<file path="config.mk">
export PLATFORM = sky130hd
export DESIGN_NAME = rr_arb4
export DESIGN_NICKNAME = d
export VERILOG_FILES = /design/src/rtl/rr_arb4.sv
export SDC_FILE = /design/constraint.sdc
export NUM_CORES = 1
export LEC_CHECK = 0
export CAP_MARGIN = 20
export CORE_MARGIN = 2
export CORE_UTILIZATION = 52
export DETAILED_ROUTE_END_ITERATION = 6
export GPL_ROUTABILITY_DRIVEN = 1
export PLACE_DENSITY_LB_ADDON = 0.08
export RECOVER_POWER = 100
export SYNTH_ARGS = -nofsm -noshare
export SYNTH_HDL_FRONTEND = slang
export SYNTH_SLANG_ARGS = --single-unit
</file>
<file path="constraint.sdc">
create_clock -name CLK -period 4.6 [get_ports CLK]
set_clock_uncertainty 0.05 [all_clocks]
set_input_delay 0.69 -clock CLK [delete_from_list [all_inputs] [get_ports CLK]]
set_output_delay 0.69 -clock CLK [all_outputs]
set_load 0.02 [all_outputs]
</file>
<file path="src/rtl/rr_arb4.sv">
// rr_arb4 -- four-way round-robin arbiter with registered, one-hot grant.
//
// Ports:
//   CLK     rising-edge clock for all state
//   RST     synchronous active-high reset (IDLE, no grant, PTR=0)
//   REQ     request lines, REQ[i]=1 means requester i wants the resource
//   GNT     registered grant, one-hot or all-zero
//   GNT_ID  binary index of the current owner, 2'b00 when GNT is zero
//   BUSY    high whenever GNT is non-zero
//
// Parameter:
//   MAX_HOLD  consecutive grant cycles per owner before preemption (2..255);
//             only meaningful when RR_ARB4_PREEMPT_EN is defined.
//
// Configuration macro:
//   RR_ARB4_PREEMPT_EN  enables hold-time preemption via the HCNT counter.
//                       Undefined: the owner keeps the grant until it drops REQ.
module rr_arb4 #(
  parameter int MAX_HOLD = 8
) (
  input  logic       CLK,
  input  logic       RST,
  input  logic [3:0] REQ,
  output logic [3:0] GNT,
  output logic [1:0] GNT_ID,
  output logic       BUSY
);

  if (MAX_HOLD < 2 || MAX_HOLD > 255) begin : g_bad_max_hold
    $error("rr_arb4: MAX_HOLD must be within 2..255");
  end

  typedef enum logic {
    IDLE  = 1'b0,
    OWNED = 1'b1
  } state_t;

  state_t     state;
  logic [1:0] ptr;

  // {found, index} of the first set bit of mask, scanning start, start+1, ... mod 4.
  function automatic logic [2:0] rr_pick(input logic [3:0] mask, input logic [1:0] start);
    logic [2:0] res;
    logic [1:0] cand;
    res = '0;
    for (int unsigned i = 0; i < 4; i++) begin
      cand = start + 2'(i);
      if (!res[2] && mask[cand]) res = {1'b1, cand};
    end
    return res;
  endfunction

  logic [1:0] ptr_after;   // pointer value once the current owner is rotated past
  logic [2:0] idle_pick;   // choice from IDLE using the stored pointer
  logic [2:0] rel_pick;    // choice at a release edge using the rotated pointer

  always_comb begin
    ptr_after = GNT_ID + 2'd1;
    idle_pick = rr_pick(REQ, ptr);
    rel_pick  = rr_pick(REQ, ptr_after);
  end

`ifdef RR_ARB4_PREEMPT_EN
  localparam logic [7:0] HOLD_LAST = 8'(MAX_HOLD - 1);

  logic [7:0] hcnt;
  logic [3:0] other_req;
  logic [2:0] pre_pick;

  always_comb begin
    other_req = REQ & ~GNT;
    pre_pick  = rr_pick(other_req, ptr_after);
  end
`endif

  always_ff @(posedge CLK) begin
    if (RST) begin
      state  <= IDLE;
      ptr    <= '0;
      GNT    <= '0;
      GNT_ID <= '0;
      BUSY   <= 1'b0;
`ifdef RR_ARB4_PREEMPT_EN
      hcnt   <= '0;
`endif
    end else begin
      case (state)
        IDLE: begin
          if (idle_pick[2]) begin
            state  <= OWNED;
            GNT    <= 4'b0001 << idle_pick[1:0];
            GNT_ID <= idle_pick[1:0];
            BUSY   <= 1'b1;
`ifdef RR_ARB4_PREEMPT_EN
            hcnt   <= '0;
`endif
          end
        end
        OWNED: begin
          if (!REQ[GNT_ID]) begin
            // Release: rotate past the owner and hand off in the same edge.
            // The owner's own REQ is low here, so it cannot be regranted.
            ptr <= ptr_after;
            if (rel_pick[2]) begin
              GNT    <= 4'b0001 << rel_pick[1:0];
              GNT_ID <= rel_pick[1:0];
            end else begin
              state  <= IDLE;
              GNT    <= '0;
              GNT_ID <= '0;
              BUSY   <= 1'b0;
            end
`ifdef RR_ARB4_PREEMPT_EN
            hcnt <= '0;
          end else if (hcnt == HOLD_LAST && pre_pick[2]) begin
            // Hold limit reached with a competitor waiting: owner is masked out.
            ptr    <= ptr_after;
            GNT    <= 4'b0001 << pre_pick[1:0];
            GNT_ID <= pre_pick[1:0];
            hcnt   <= '0;
          end else if (hcnt != HOLD_LAST) begin
            hcnt <= hcnt + 8'd1;
`endif
          end
        end
        default: state <= IDLE;
      endcase
    end
  end

endmodule

</file>
==> impl_metrics.env, run 1 <==
export IMPL_viasPerCell=5.71
export IMPL_rsz0062_at_grt="false"
export IMPL_cts_setup_buffers=0
export IMPL_num_antenna_cells=0
export IMPL_setup_violations=0
export IMPL_hp_class="reg2reg"
export IMPL_grt_pass1_vias=484
export IMPL_synth_seq_cells=10
export IMPL_yosys_top_cells_area="dfxtp_1 (28%), mux2i_1 (7.1%), nor2_1 (6.4%), nand2b_1 (5.3%), buf_6 (4.8%)"
export IMPL_power_leakage_uw=0.000313
export IMPL_finalHoldViolCount=0
export IMPL_r2r_start="GNT_ID[1]"
export IMPL_synthArstFlopShare=0
export IMPL_synth_most_common_cell="nor2_1"
export IMPL_clock_sinks=10
export IMPL_rr_worst_depth=5
export IMPL_grt_pass1_wl_um=2170
export IMPL_cp_startpoint="REQ[3]"
export IMPL_finalCritPeriodShare=0.590
export IMPL_fin_crit_ns=2.71
export IMPL_crit_cells=6
export IMPL_overflow=0
export IMPL_ir_drop_uv=122
export IMPL_layout_setup_ws_ns=1.89
export IMPL_synth_cell_types=35
export IMPL_cts_resized=0
export IMPL_path_delay_family="compound AO/OA/AOI/OAI gates"
export IMPL_rows=13
export IMPL_track_usage=0.207
export IMPL_num_fill_cells=124
export IMPL_io_buffers=12
export IMPL_clk_latency_ns=0.26
export IMPL_numCtsBuffers=3
export IMPL_post_drt_wl_per_cell_um=12.8
export IMPL_cts_tree="yes"
export IMPL_tightest_slew_ns=0.838
export IMPL_powerDensity_nw_per_um2=324
export IMPL_utilization=0.617
export IMPL_drv_slew=0
export IMPL_synth_ff_type="dfxtp_1"
export IMPL_place_congestion=0.811
export IMPL_die_area_um2=1660
export IMPL_met2_length_um=550
export IMPL_drive_gt1_frac=0.121
export IMPL_yosys_warnings=0
export IMPL_grt_max_degree=13
export IMPL_top_layer="met4"
export IMPL_synth_nets=90
export IMPL_critPathSlowestCell="a21oi_1"
export IMPL_drt_pass1_iter_count=4
export IMPL_yosysSeqAreaShare=0.285
export IMPL_avgSynthCellArea_um2=8.37
export IMPL_ant_nets=0
export IMPL_vias=605
export IMPL_io_pins=13
export IMPL_crit_top_cell="mux2i_1"
export IMPL_synth_edff_count=0
export IMPL_clock_root_buffer="clkbuf_4"
export IMPL_nNetsFinal=99
export IMPL_cp_required_ns=4.67
export IMPL_netlist_instances=84
export IMPL_fmax_mhz=369
export IMPL_hold_buffers=0
export IMPL_critPathMaxStageDelay_ns=0.69
export IMPL_antenna_found_initial=0
export IMPL_dieWidth_um=40.8
export IMPL_cp_endpoint="GNT_ID[1]"
export IMPL_clkTransAtPathRegs_ns=0.06
export IMPL_critPathKind="in2reg"
export IMPL_critPathBufInv=1
export IMPL_arrival_ns=2.79
export IMPL_initial_core_util=0.547
export IMPL_dpl_worst_slack_ns=1.72
export IMPL_syn_to_final_growth_pct=12.8
export IMPL_timing_rr_end="GNT_ID[1]"
export IMPL_rrSetupSlack_ns=2.45
export IMPL_drt_iter0_markers=19
export IMPL_synth_area_um2=703
export IMPL_hold_slack_ns=0.449
export IMPL_finalWirelength_um=1360
export IMPL_die_h_um=40.8
export IMPL_slew_headroom=0.441
export IMPL_post_dp_hpwl_um=1010
export IMPL_crit_path_start_kind="input pin"
export IMPL_cts_buffer_depth=2
export IMPL_wl_met1_um=709
export IMPL_tns_ns=0
export IMPL_wl_met3_um=73
export IMPL_synth_top_area_share=0.285
export IMPL_worstSetupEndpointType="register"
export IMPL_core_area_um2=1280
export IMPL_status="complete, no violations"
export IMPL_worstPathMaxFanout=12
export IMPL_drc=0
export IMPL_maxCapViolCount=0
export IMPL_htreeDepth=1
export IMPL_cp_cell_sequence="dlygate4sd3_1, mux2i_1, mux2i_1, a21oi_1, o221a_2, nor3_1"
export IMPL_yosys_top_cells_count="nor2_1 (12), dfxtp_1 (10), nand2b_1 (6), a21oi_1 (5), mux2i_1 (5)"
export IMPL_synth_top_area_cell="dfxtp_1"
## worst min-delay path, delay by kind of cell (launching register included)
family | cells | cell delay, ns
AOI/OAI and AO/OA | 1 | 0.05
DFF | 1 | 0.31
and+or+nand+nor | 1 | 0.10
## layer usage
metal	global-route usage	vias up
li1	-	319
met1	0.271	261
met2	0.298	23
met3	0.0543	2
met4	0.125	0
met5	0	-
## state kept, by name, indices dropped and copies added (netlist names)
signal	flops
GNT	4
state	1
ptr	2
GNT_ID	2
BUSY	1
## through the flow
stage	total power (uW)	cells	instance area [um^2]
after global placement	205	103	774
after floorplan	183	84	703
after detailed placement	206	103	774
after global routing	276	106	793
final	257	106	793
after CTS	262	106	797
## power breakdown
group          total [uW]  switching [uW]  internal [uW]
Sequential            110            12.8           97.6
Clock                56.2            26.2           30.0
Combinational        90.8            48.2           42.7
## cell type report
cell class	count	area (um^2)	share of cell area
Multi-Input combinational cell	63	420	0.530
Timing Repair Buffer	12	120	0.151
Inverter	3	11.3	0.0142
Sequential cell	10	200	0.252
Tap cell	15	18.8	0.0237
Clock buffer	3	22.5	0.0284
## how the worst min path moves through the flow
stage           start  endpoint  slack (ns)  depth (start not counted)
2_1_floorplan  ptr[0]    ptr[0]        0.43                          2
4_1_cts        GNT[1]    GNT[1]        0.46                          2
3_3_place_gp   GNT[0]    GNT[0]        0.44                          2
5_1_grt        GNT[1]    GNT[1]        0.47                          2
6_report       GNT[0]    GNT[0]        0.45                          2
3_5_place_dp   GNT[3]    GNT[3]        0.45                          2
## placed cells by master, fill, tap and decap left out, types with 3 or more instances in the layout
cell,netlist,layout
a211oi_1,4,4
a21oi_1,5,5
clkbuf_4,0,3
clkdlybuf4s50_1,0,3
dfxtp_1,10,10
dlygate4sd3_1,0,9
inv_1,3,3
mux2i_1,5,5
nand2_1,4,4
nand2b_1,6,6
nor2_1,12,12
## kinds of logic (layout without fill, tap and decap cells)
logic type             count (synthesis)  count (layout)  share of synthesized area
AND/OR/NAND/NOR                       33              33                      0.262
buffers and inverters                 11              18                      0.112
multiplexers                           5               5                     0.0712
flip-flops                            10              10                      0.285
XOR/XNOR                               1               1                     0.0125
AO/OA/AOI/OAI                         24              24                      0.258
Power figures use the tool's default switching activity.
==> inputs of run 2 (changes only) <==
CORE_UTILIZATION = 49   (was 52)
clock period = 2.6 ns   (was 4.6 ns; I/O delays follow)
==> impl_metrics.env, run 2 (synthesis results as in run 1) <==
export IMPL_tns_ns=0
export IMPL_final_cell_mix="nor2_1 (12), dfxtp_1 (10), dlygate4sd3_1 (9)"
export IMPL_ant_nets=0
export IMPL_num_fill_cells=129
export IMPL_num_antenna_cells=0
export IMPL_dieWidth_um=41.9
export IMPL_clkTransAtPathRegs_ns=0.07
export IMPL_power_leakage_uw=0.000323
export IMPL_crit_path_start_kind="input pin"
export IMPL_grt_max_degree=13
export IMPL_io_buffers=12
export IMPL_numCtsBuffers=3
export IMPL_post_drt_wl_per_cell_um=13.9
export IMPL_drc=0
export IMPL_die_h_um=41.9
export IMPL_clock_root_buffer="clkbuf_4"
export IMPL_htreeDepth=1
export IMPL_tightest_slew_ns=0.373
export IMPL_finalInstanceArea_um2=808
export IMPL_hold_slack_ns=0.450
export IMPL_grt_pass1_wl_um=2520
export IMPL_critPathKind="in2reg"
export IMPL_slew_headroom=0.749
export IMPL_initial_core_util=0.534
export IMPL_rsz0062_at_grt="false"
export IMPL_die_area_um2=1750
export IMPL_regMostFlops="GNT"
export IMPL_viasPerCell=5.72
export IMPL_hp_class="reg2reg"
export IMPL_layout_setup_ws_ns=0.394
export IMPL_ir_drop_uv=193
export IMPL_setup_violations=0
export IMPL_grt_pass1_vias=582
export IMPL_cts_buffer_depth=2
export IMPL_track_usage=0.189
export IMPL_rr_worst_depth=6
export IMPL_drive_gt1_frac=0.140
export IMPL_regArea_um2=200
export IMPL_critPathMaxStageDelay_ns=0.67
export IMPL_cp_cell_sequence="dlygate4sd3_1, or4_1, nor2_2, a21oi_1, buf_4, o221a_2, nor3_1"
export IMPL_fin_crit_ns=2.21
export IMPL_finalHoldViolCount=0
export IMPL_vias=618
export IMPL_clock_sinks=10
export IMPL_finalWirelength_um=1500
export IMPL_arrival_ns=2.33
export IMPL_critPathSlowestCell="dlygate4sd3_1"
export IMPL_worstSetupEndpointType="register"
export IMPL_clk_latency_ns=0.26
export IMPL_core_area_um2=1320
export IMPL_hold_depth=2
export IMPL_maxCapViolCount=0
export IMPL_place_congestion=0.814
export IMPL_status="complete, no violations"
export IMPL_nNetsFinal=101
export IMPL_antenna_found_initial=0
export IMPL_layout_commonest_cell="nor2_1"
export IMPL_drt_iter0_markers=9
export IMPL_drv_slew=0
export IMPL_multi_input_area_um2=420
export IMPL_hold_buffers=0
export IMPL_top_regs="GNT x4, GNT_ID x2, ptr x2"
export IMPL_drt_pass1_iter_count=4
export IMPL_dpl_worst_slack_ns=0.276
export IMPL_io_pins=13
export IMPL_cts_setup_buffers=0
export IMPL_overflow=0
export IMPL_cts_tree="yes"
export IMPL_post_dp_hpwl_um=1130
export IMPL_cts_resized=0
export IMPL_rows=13
export IMPL_dpl_cell_area_um2=790
export IMPL_finalCritPeriodShare=0.849
export IMPL_cp_required_ns=2.73
export IMPL_syn_to_final_growth_pct=14.9
export IMPL_worstPathMaxFanout=12
export IMPL_powerDensity_nw_per_um2=578
export IMPL_fmax_mhz=453
export IMPL_largest_register_ffs=4
==> run 2: power breakdown <==
part / total (uW) / switching (uW) / internal (uW) / leakage (uW)
logic: 166 / 86.7 / 79.6 / 0.000226
clock network: 103 / 50.0 / 53.3 / 0.0000138
registers: 197 / 24.6 / 173 / 0.0000830
==> run 2: cell type report <==
class | count | share of cell area
inverter | 3 | 0.0139
timing repair buffer | 14 | 0.167
multi-input combinational | 63 | 0.520
tap | 15 | 0.0232
sequential | 10 | 0.248
clock buffer | 3 | 0.0279
==> run 2: path summary, 6_finish.rpt <==
kind | startpoint | endpoint | slack [ns]
hold / removal | GNT[1] | GNT[1] | 0.45
setup / recovery | REQ[0] | GNT_ID[1] | 0.39
setup reg to reg | GNT_ID[1] | GNT[3] | 0.84
hold reg to reg | GNT[1] | GNT[1] | 0.45
==> run 2: critical path, delay by kind of cell <==
kind	cells	cell delay, ns
simple gates	3	0.91
buf+inv	2	0.86
compound gates	2	0.18
==> run 2: layer usage <==
metal,track usage,part of all wire,up-vias
met3,0.0522,0.040,4
met2,0.263,0.42,18
li1,-,-,319
met5,0,0,-
met1,0.263,0.52,277
met4,0.0968,0.018,0
==> run 2: per-stage QoR <==
step | std cells | power (uW) | util
3_3_place_gp | 105 | 369 | 0.599
3_5_place_dp | 105 | 373 | 0.599
2_1_floorplan | 84 | 323 | -
5_1_grt | 108 | 497 | 0.613
6_report | 108 | 467 | 0.613
4_1_cts | 108 | 477 | 0.616
==> inputs of run 3 (changes only) <==
CORE_UTILIZATION = 45   (was 49)
clock period = 1.78 ns   (was 2.6 ns; I/O delays follow)
==> impl_metrics.env, run 3 (synthesis results as in run 1) <==
export IMPL_post_dp_hpwl_um=1180
export IMPL_ant_nets=0
export IMPL_grt_pass1_vias=634
export IMPL_drc=0
export IMPL_finalCritPeriodShare=0.965
export IMPL_num_antenna_cells=0
export IMPL_io_buffers=12
export IMPL_numCtsBuffers=3
export IMPL_vias=666
export IMPL_regMostFlops="GNT"
export IMPL_setup_violations=0
export IMPL_hold_depth=2
export IMPL_nNetsFinal=114
export IMPL_cp_required_ns=1.46
export IMPL_post_drt_wl_per_cell_um=12.5
export IMPL_clk_latency_ns=0.27
export IMPL_worstPathMaxFanout=5
export IMPL_viasPerCell=5.41
export IMPL_grt_pass1_wl_um=2750
export IMPL_dpl_cell_area_um2=888
export IMPL_r2r_start="ptr[1]"
export IMPL_drive_gt1_frac=0.290
export IMPL_rows=14
export IMPL_crit_path_start_kind="register"
export IMPL_powerDensity_nw_per_um2=825
export IMPL_arrival_ns=1.40
export IMPL_die_h_um=43.5
export IMPL_final_cell_mix="nor2_1 (12), buf_4 (12), dfxtp_1 (9)"
export IMPL_ir_drop_uv=286
export IMPL_drt_pass1_iter_count=3
export IMPL_htreeDepth=1
export IMPL_power_leakage_uw=0.000406
export IMPL_initial_core_util=0.472
export IMPL_top_regs="GNT x4, GNT_ID x2, ptr x2"
export IMPL_dp_cells=119
export IMPL_clkTransAtPathRegs_ns=0.07
export IMPL_hold_end="GNT[3]"
export IMPL_antenna_found_initial=0
export IMPL_finalHoldViolCount=0
export IMPL_utilization=0.634
export IMPL_rsz0062_at_grt="false"
export IMPL_finalInstanceArea_um2=943
export IMPL_cts_buffer_depth=2
export IMPL_fmax_mhz=582
export IMPL_slew_headroom=0.752
export IMPL_cts_setup_buffers=0
export IMPL_critPathKind="reg2out"
export IMPL_fin_crit_ns=1.72
export IMPL_drt_iter0_markers=3
export IMPL_layout_setup_ws_ns=0.0616
export IMPL_timing_rr_end="GNT[0]"
export IMPL_finalWirelength_um=1540
export IMPL_io_pins=13
export IMPL_holdCritStartpoint="GNT[3]"
export IMPL_drv_slew=0
export IMPL_place_congestion=0.809
export IMPL_die_area_um2=1890
export IMPL_cts_tree="yes"
export IMPL_rr_worst_depth=5
export IMPL_clock_root_buffer="clkbuf_4"
export IMPL_hp_class="reg2reg"
export IMPL_largest_register_ffs=4
export IMPL_tightest_slew_ns=0.367
export IMPL_dpl_worst_slack_ns=-0.537
export IMPL_status="complete, no violations"
export IMPL_rrSetupSlack_ns=0.08
export IMPL_dieWidth_um=43.5
export IMPL_worstSetupEndpointType="output port"
export IMPL_track_usage=0.193
export IMPL_core_area_um2=1490
export IMPL_syn_to_final_growth_pct=34.2
export IMPL_maxCapViolCount=0
export IMPL_num_fill_cells=128
export IMPL_grt_max_degree=13
export IMPL_clock_sinks=10
export IMPL_stdcell_count=123
export IMPL_overflow=0
run 3: area by class of cell:
type | count | area (um^2) | share of cell area
multi-input cells | 63 | 442 | 0.468
well taps | 16 | 20.0 | 0.0212
inverters | 3 | 11.3 | 0.0119
clock buffers | 4 | 36.3 | 0.0385
repair buffers | 27 | 233 | 0.247
flip-flops and latches | 10 | 201 | 0.214
run 3: critical path, stage by stage, from the launching register on:
cell             delay, ns
dfxtp_1               0.34
clkbuf_2              0.17
clkdlybuf4s50_1       0.62
run 3: what timing repair did:
item | in CTS | in global routing
resized for setup | 6 | 4
pin swaps | 0 | 2
endpoints found under the setup margin | 6 | 7
hold buffers | 0 | 0
run 3: how the worst max path moves through the flow:
stage | end | startpoint | depth (start not counted)
after CTS | GNT_ID[1] | GNT_ID[1] | 2
after global placement | GNT_ID[1] | REQ[3] | 6
after detailed placement | GNT_ID[1] | REQ[3] | 6
after global routing | GNT[0] | ptr[1] | 5
final | GNT_ID[0] | GNT_ID[0] | 2
after floorplan | GNT[2] | GNT_ID[1] | 7
run 3: report_power, final:
group / switching (uW) / total (uW) / internal [uW]
combinational: 147 / 296 / 150
sequential: 23.6 / 276 / 253
clock: 82.0 / 206 / 124
total: 252 / 779 / 527
run 3: per-layer routing:
metal | GRT usage | wire length [um]
met2 | 0.307 | 730
met3 | 0.0250 | 34
met4 | 0.109 | 30
met1 | 0.249 | 743
met5 | 0 | 0
run 3: metrics by stage:
stage	TNS [ns]	hold WS [ns]	power, uW
floorplan	0	0.434	472
global placement	-2.60	0.440	577
detailed placement	-3.13	0.448	578
CTS	0	0.458	782
global route	0	0.501	821
finish	0	0.448	779
==> RTL change 1 (config.mk and constraints of run 3) <==
Reset style: asynchronous (`RST`), changed in one clocked block. Comments in the files are not updated.
--- a/src/rtl/rr_arb4.sv
+++ b/src/rtl/rr_arb4.sv
@@ -73,7 +73,7 @@
   end
 `endif
 
-  always_ff @(posedge CLK) begin
+  always_ff @(posedge CLK or posedge RST) begin
     if (RST) begin
       state  <= IDLE;
       ptr    <= '0;
Function: differs if RST is asserted again (counterexample within 4 cycles, from zero or initial values and one cycle with RST high); with RST held inactive, the same outputs for 10 cycles.
==> RTL change 1 against run 3 <==
Setup slack better by 0.0014 ns; sequential cell count stayed put; register-to-register slack worse by 0.02 ns; wire length is 26% higher; final area is 8.4% higher; area after synthesis is 5.0% higher; sequential share of layout area is 3.2 points higher; critical endpoint is now GNT[2]$_DFFE_PP0P_; largest cell class unchanged; highest routed layer unchanged.
Power is not compared: it rests on default switching activity, and its combinational part moved more than twofold at a synthesized area within 25%.
==> RTL change 1: results (changes against run 3) <==
metric	value	unit	change
run status	complete, no violations		unchanged
Met3 Wirelength	66	microns	was 34 microns
post-DR wirelength/cell	15.39	microns	was 12.51 microns
ranking of synthesized cells by area	sky130_fd_sc_hd__dfrtp_1 (34%), sky130_fd_sc_hd__mux2i_1 (5.4%), sky130_fd_sc_hd__a21oi_1 (4.1%)		was sky130_fd_sc_hd__dfxtp_1 (28%), sky130_fd_sc_hd__mux2i_1 (7.1%), sky130_fd_sc_hd__nor2_1 (6.4%)
Setup WS pre-CTS	-0.3289	ns	was -0.5372 ns
worst hold path type	primary input to async pin		was flop to flop
Post-Route M1 WL	903	microns	was 743 microns
number of distinct library cell variants in the gate-level netlist after synthesis	38		was 35
wire length of the first global-routing pass	3339	microns	was 2746 microns
Synthesized Nets	88		was 90
clock edge transition at the registers on the reported setup and hold paths	0.07	ns	about the same
worst slew margin relative to its limit	74.94	%	was 75.25%
final RePlAce weighted congestion	0.8540		was 0.8086
Layout Cells excl Fill	126		was 123
most numerous cell types in the synthesized netlist	sky130_fd_sc_hd__dfrtp_1 (10), sky130_fd_sc_hd__a21oi_1 (6), sky130_fd_sc_hd__inv_1 (5), sky130_fd_sc_hd__nand2_1 (5), sky130_fd_sc_hd__o21ai_1 (5)		was sky130_fd_sc_hd__nor2_1 (12), sky130_fd_sc_hd__dfxtp_1 (10), sky130_fd_sc_hd__nand2b_1 (6)
vias in the first global route	749		was 634
ys flop type	sky130_fd_sc_hd__dfrtp_1		was sky130_fd_sc_hd__dfxtp_1
Critical Path Fanout Max	4		was 5
final-stage net count	117		was 114
library cell contributing the largest single delay on the critical path	sky130_fd_sc_hd__mux4_2		was sky130_fd_sc_hd__clkdlybuf4s50_1
Async S/R FF share, synth	100.0	%	was 0%
switching share of total power	41.64	%	
Starting DRT DRC Count	7		was 3
kind of cell adding the most delay to the critical path	multiplexers		was buffers and inverters
pin count of the biggest net entering global routing	11		was 13
critical path arrival	1.86	ns	was 1.40 ns
placed cell area	978.4	sq um	was 888.4 sq um
global router's overall resource usage	23.68	%	was 19.26%
placed instance count	122		was 119
crit-path max cell delay	0.55	ns	was 0.62 ns
half-perimeter wire length after placement	1479	microns	was 1182 microns
detailed route wirelength on metal2	923	microns	was 730 microns
total number of vias	734		was 666
RTL change 1: cell count changes after synthesis, moves of 2 or more:
cell	change
sky130_fd_sc_hd__a211oi_1	-4
sky130_fd_sc_hd__clkbuf_1	+4
sky130_fd_sc_hd__dfrtp_1	+10
sky130_fd_sc_hd__dfxtp_1	-10
sky130_fd_sc_hd__inv_1	+2
sky130_fd_sc_hd__nand2b_1	-2
sky130_fd_sc_hd__nor2_1	-8
sky130_fd_sc_hd__nor4_1	-2
sky130_fd_sc_hd__o21ai_1	+4
sky130_fd_sc_hd__o221ai_1	+2
sky130_fd_sc_hd__or3_1	+2
RTL change 1: worst paths after layout:
| check | cells past startpoint | to | slack, ns | from |
|---|---|---|---|---|
| setup / recovery | 6 | GNT[2]$_DFFE_PP0P_ | 0.06 | GNT_ID[0]$_DFFE_PP0P_ |
| hold / removal | 2 | ptr[1]$_DFFE_PP0P_ | 0.35 | RST |
| setup reg to reg | 6 | GNT[2]$_DFFE_PP0P_ | 0.06 | GNT_ID[0]$_DFFE_PP0P_ |
| hold reg to reg | 2 | ptr[0]$_DFFE_PP0P_ | 0.48 | ptr[0]$_DFFE_PP0P_ |
| max in group asynchronous | 2 | GNT_ID[0]$_DFFE_PP0P_ | 1.04 | RST |
| min in group CLK | 2 | ptr[0]$_DFFE_PP0P_ | 0.48 | ptr[0]$_DFFE_PP0P_ |
RTL change 1: metal layers:
metal / global-route usage [%] / up-vias
li1: - / 362
met1: 28.61 / 356
met2: 38.26 / 10
met3: 4.898 / 6
met4: 14.55 / 0
met5: 0 / -
RTL change 1: power groups by stage:
stage | clock [mW] | combinational [mW] | sequential [mW]
after floorplan | 0 | 0.566 | 0.476
after global placement | 0 | 1.02 | 0.423
after detailed placement | 0 | 1.04 | 0.429
after CTS | 0.216 | 1.05 | 0.426
after global routing | 0.227 | 1.16 | 0.439
final | 0.211 | 1.06 | 0.426
RTL change 1: cell type report:
class | instances | area (sq um)
inverters | 6 | 22.52
repair buffers | 31 | 257.7
clock buffers | 4 | 36.28
multi-input cells | 59 | 434.2
flip-flops and latches | 10 | 251.5
fillers | 118 | 501.7
well taps | 16 | 20.02
RTL change 1: timing repair:
action                                  in CTS  in global routing
endpoints found under the setup margin       5                  7
resized for setup                            3                  7
pin swaps                                    0                  1
RTL change 1: cells by family (layout without fill, tap and decap cells):
group           after synthesis  count (layout)  share of synthesized area (%)
xor+xnor                      1               1                          1.187
simple gates                 22              22                          16.95
mux                           5               5                          8.475
flops                        10              10                          33.90
fa+ha+maj                     1               1                          1.356
compound gates               30              30                          29.33
buf+inv                      13              41                          8.812
RTL change 1: worst reg2reg max path, delay by kind of cell, from the launching register on:
family / cells / cell delay [ns]
simple gates: 2 / 0.15
compound gates: 2 / 0.33
mux: 1 / 0.55
flops: 1 / 0.41
buf+inv: 1 / 0.13
==> RTL change 2 (flow settings as in run 3) <==
Made on the original files. Add a define of `RR_ARB4_PREEMPT_EN`.
--- a/src/rtl/rr_arb4.sv
+++ b/src/rtl/rr_arb4.sv
@@ -15,6 +15,8 @@
 // Configuration macro:
 //   RR_ARB4_PREEMPT_EN  enables hold-time preemption via the HCNT counter.
 //                       Undefined: the owner keeps the grant until it drops REQ.
+`define RR_ARB4_PREEMPT_EN
+
 module rr_arb4 #(
   parameter int MAX_HOLD = 8
 ) (
Function: changed (a bounded check fails within 10 cycles, from zero or initial values and one cycle with RST high).
==> RTL change 2 against run 3 <==
The flow now finishes with violations (setup timing); setup slack worse by 0.30 ns; register-to-register slack worse by 0.32 ns; total power is 68% higher; sequential cell count is 8 higher; critical path depth is 4 higher; via count is 130% higher; count of clock-buffer cells in the layout stayed put; area after synthesis is 97% higher; sequential share of layout area is 3.2 points lower; wire length grew to 2.7 times the old value; final area is 110% higher; critical path type is now flop to flop.
==> RTL change 2: results (changes against run 3) <==
metric	value	unit	change
run status	finished with violations		was complete, no violations
violated checks	setup timing		
placed cell area	1864	sq um	was 888.4 sq um
number of iterations in the first detailed-routing pass	4		was 3
global router's overall resource usage	25.53	%	was 19.26%
fraction of final layout cells with drive strength greater than 1	36.13	%	was 28.97%
largest registers	hcnt (8), GNT (4)		was GNT (4), GNT_ID (2), ptr (2)
detailed route wirelength on metal2	1880	microns	was 730 microns
wire length of the first global-routing pass	6858	microns	was 2746 microns
post-DR wirelength/cell	15.23	microns	was 12.51 microns
sequential share of power	35.7	%	was 35.5%
Setup WS pre-CTS	-0.6253	ns	was -0.5372 ns
number of endpoints failing setup at the final stage	15		was 0
setup slack of the critical path after layout	-0.2416	ns	was 0.06156 ns
HP Start	BUSY$_SDFFE_PP0P_		was GNT[3]$_SDFFE_PP0P_
slew of the pin with the lowest slew margin	0.5185	ns	was 0.3674 ns
Peak VDD IR	457.4	uV	was 286.3 uV
# fillers	259		was 128
Compound-Gate Fraction of Synth Area	28.57	%	was 25.80%
Starting DRT DRC Count	95		was 3
Mapped Avg Cell Area	7.645	sq um	was 8.371 sq um
post-synthesis xor/xnor area fraction	2.532	%	was 1.246%
vias in the first global route	1436		was 634
max FFs per register	8		was 4
Post-Route M1 WL	2028	microns	was 743 microns
fraction of the yosys area taken by sequential cells	26.04	%	was 28.47%
mux cell area share after synthesis	2.351	%	was 7.117%
half-perimeter wire length after placement	3114	microns	was 1182 microns
Met3 Wirelength	189	microns	was 34 microns
-- RTL change 2: cell types whose count changed after synthesis, sizes merged, moves of 7 or more --
cell and change:
o21ai +9, nand2 +8, inv +7, clkbuf +8, nor2 +8, dfxtp +8
-- RTL change 2: critical path, cell delays in order, from the launching register on --
cell	delay, ns
sky130_fd_sc_hd__dfxtp_2	0.33
sky130_fd_sc_hd__or4_4	0.53
sky130_fd_sc_hd__or3_4	0.38
sky130_fd_sc_hd__o21ai_2	0.14
sky130_fd_sc_hd__nand2_1	0.12
sky130_fd_sc_hd__a2111oi_4	0.31
sky130_fd_sc_hd__a21o_1	0.12
-- RTL change 2: final cells by class --
class	instances	area, sq um	share of cell area, %
repair buffers	65	508.0	25.19
well taps	33	41.29	2.047
multi-input cells	141	1027	50.93
flip-flops and latches	18	366.6	18.18
clock buffers	4	36.28	1.799
inverters	10	37.54	1.861
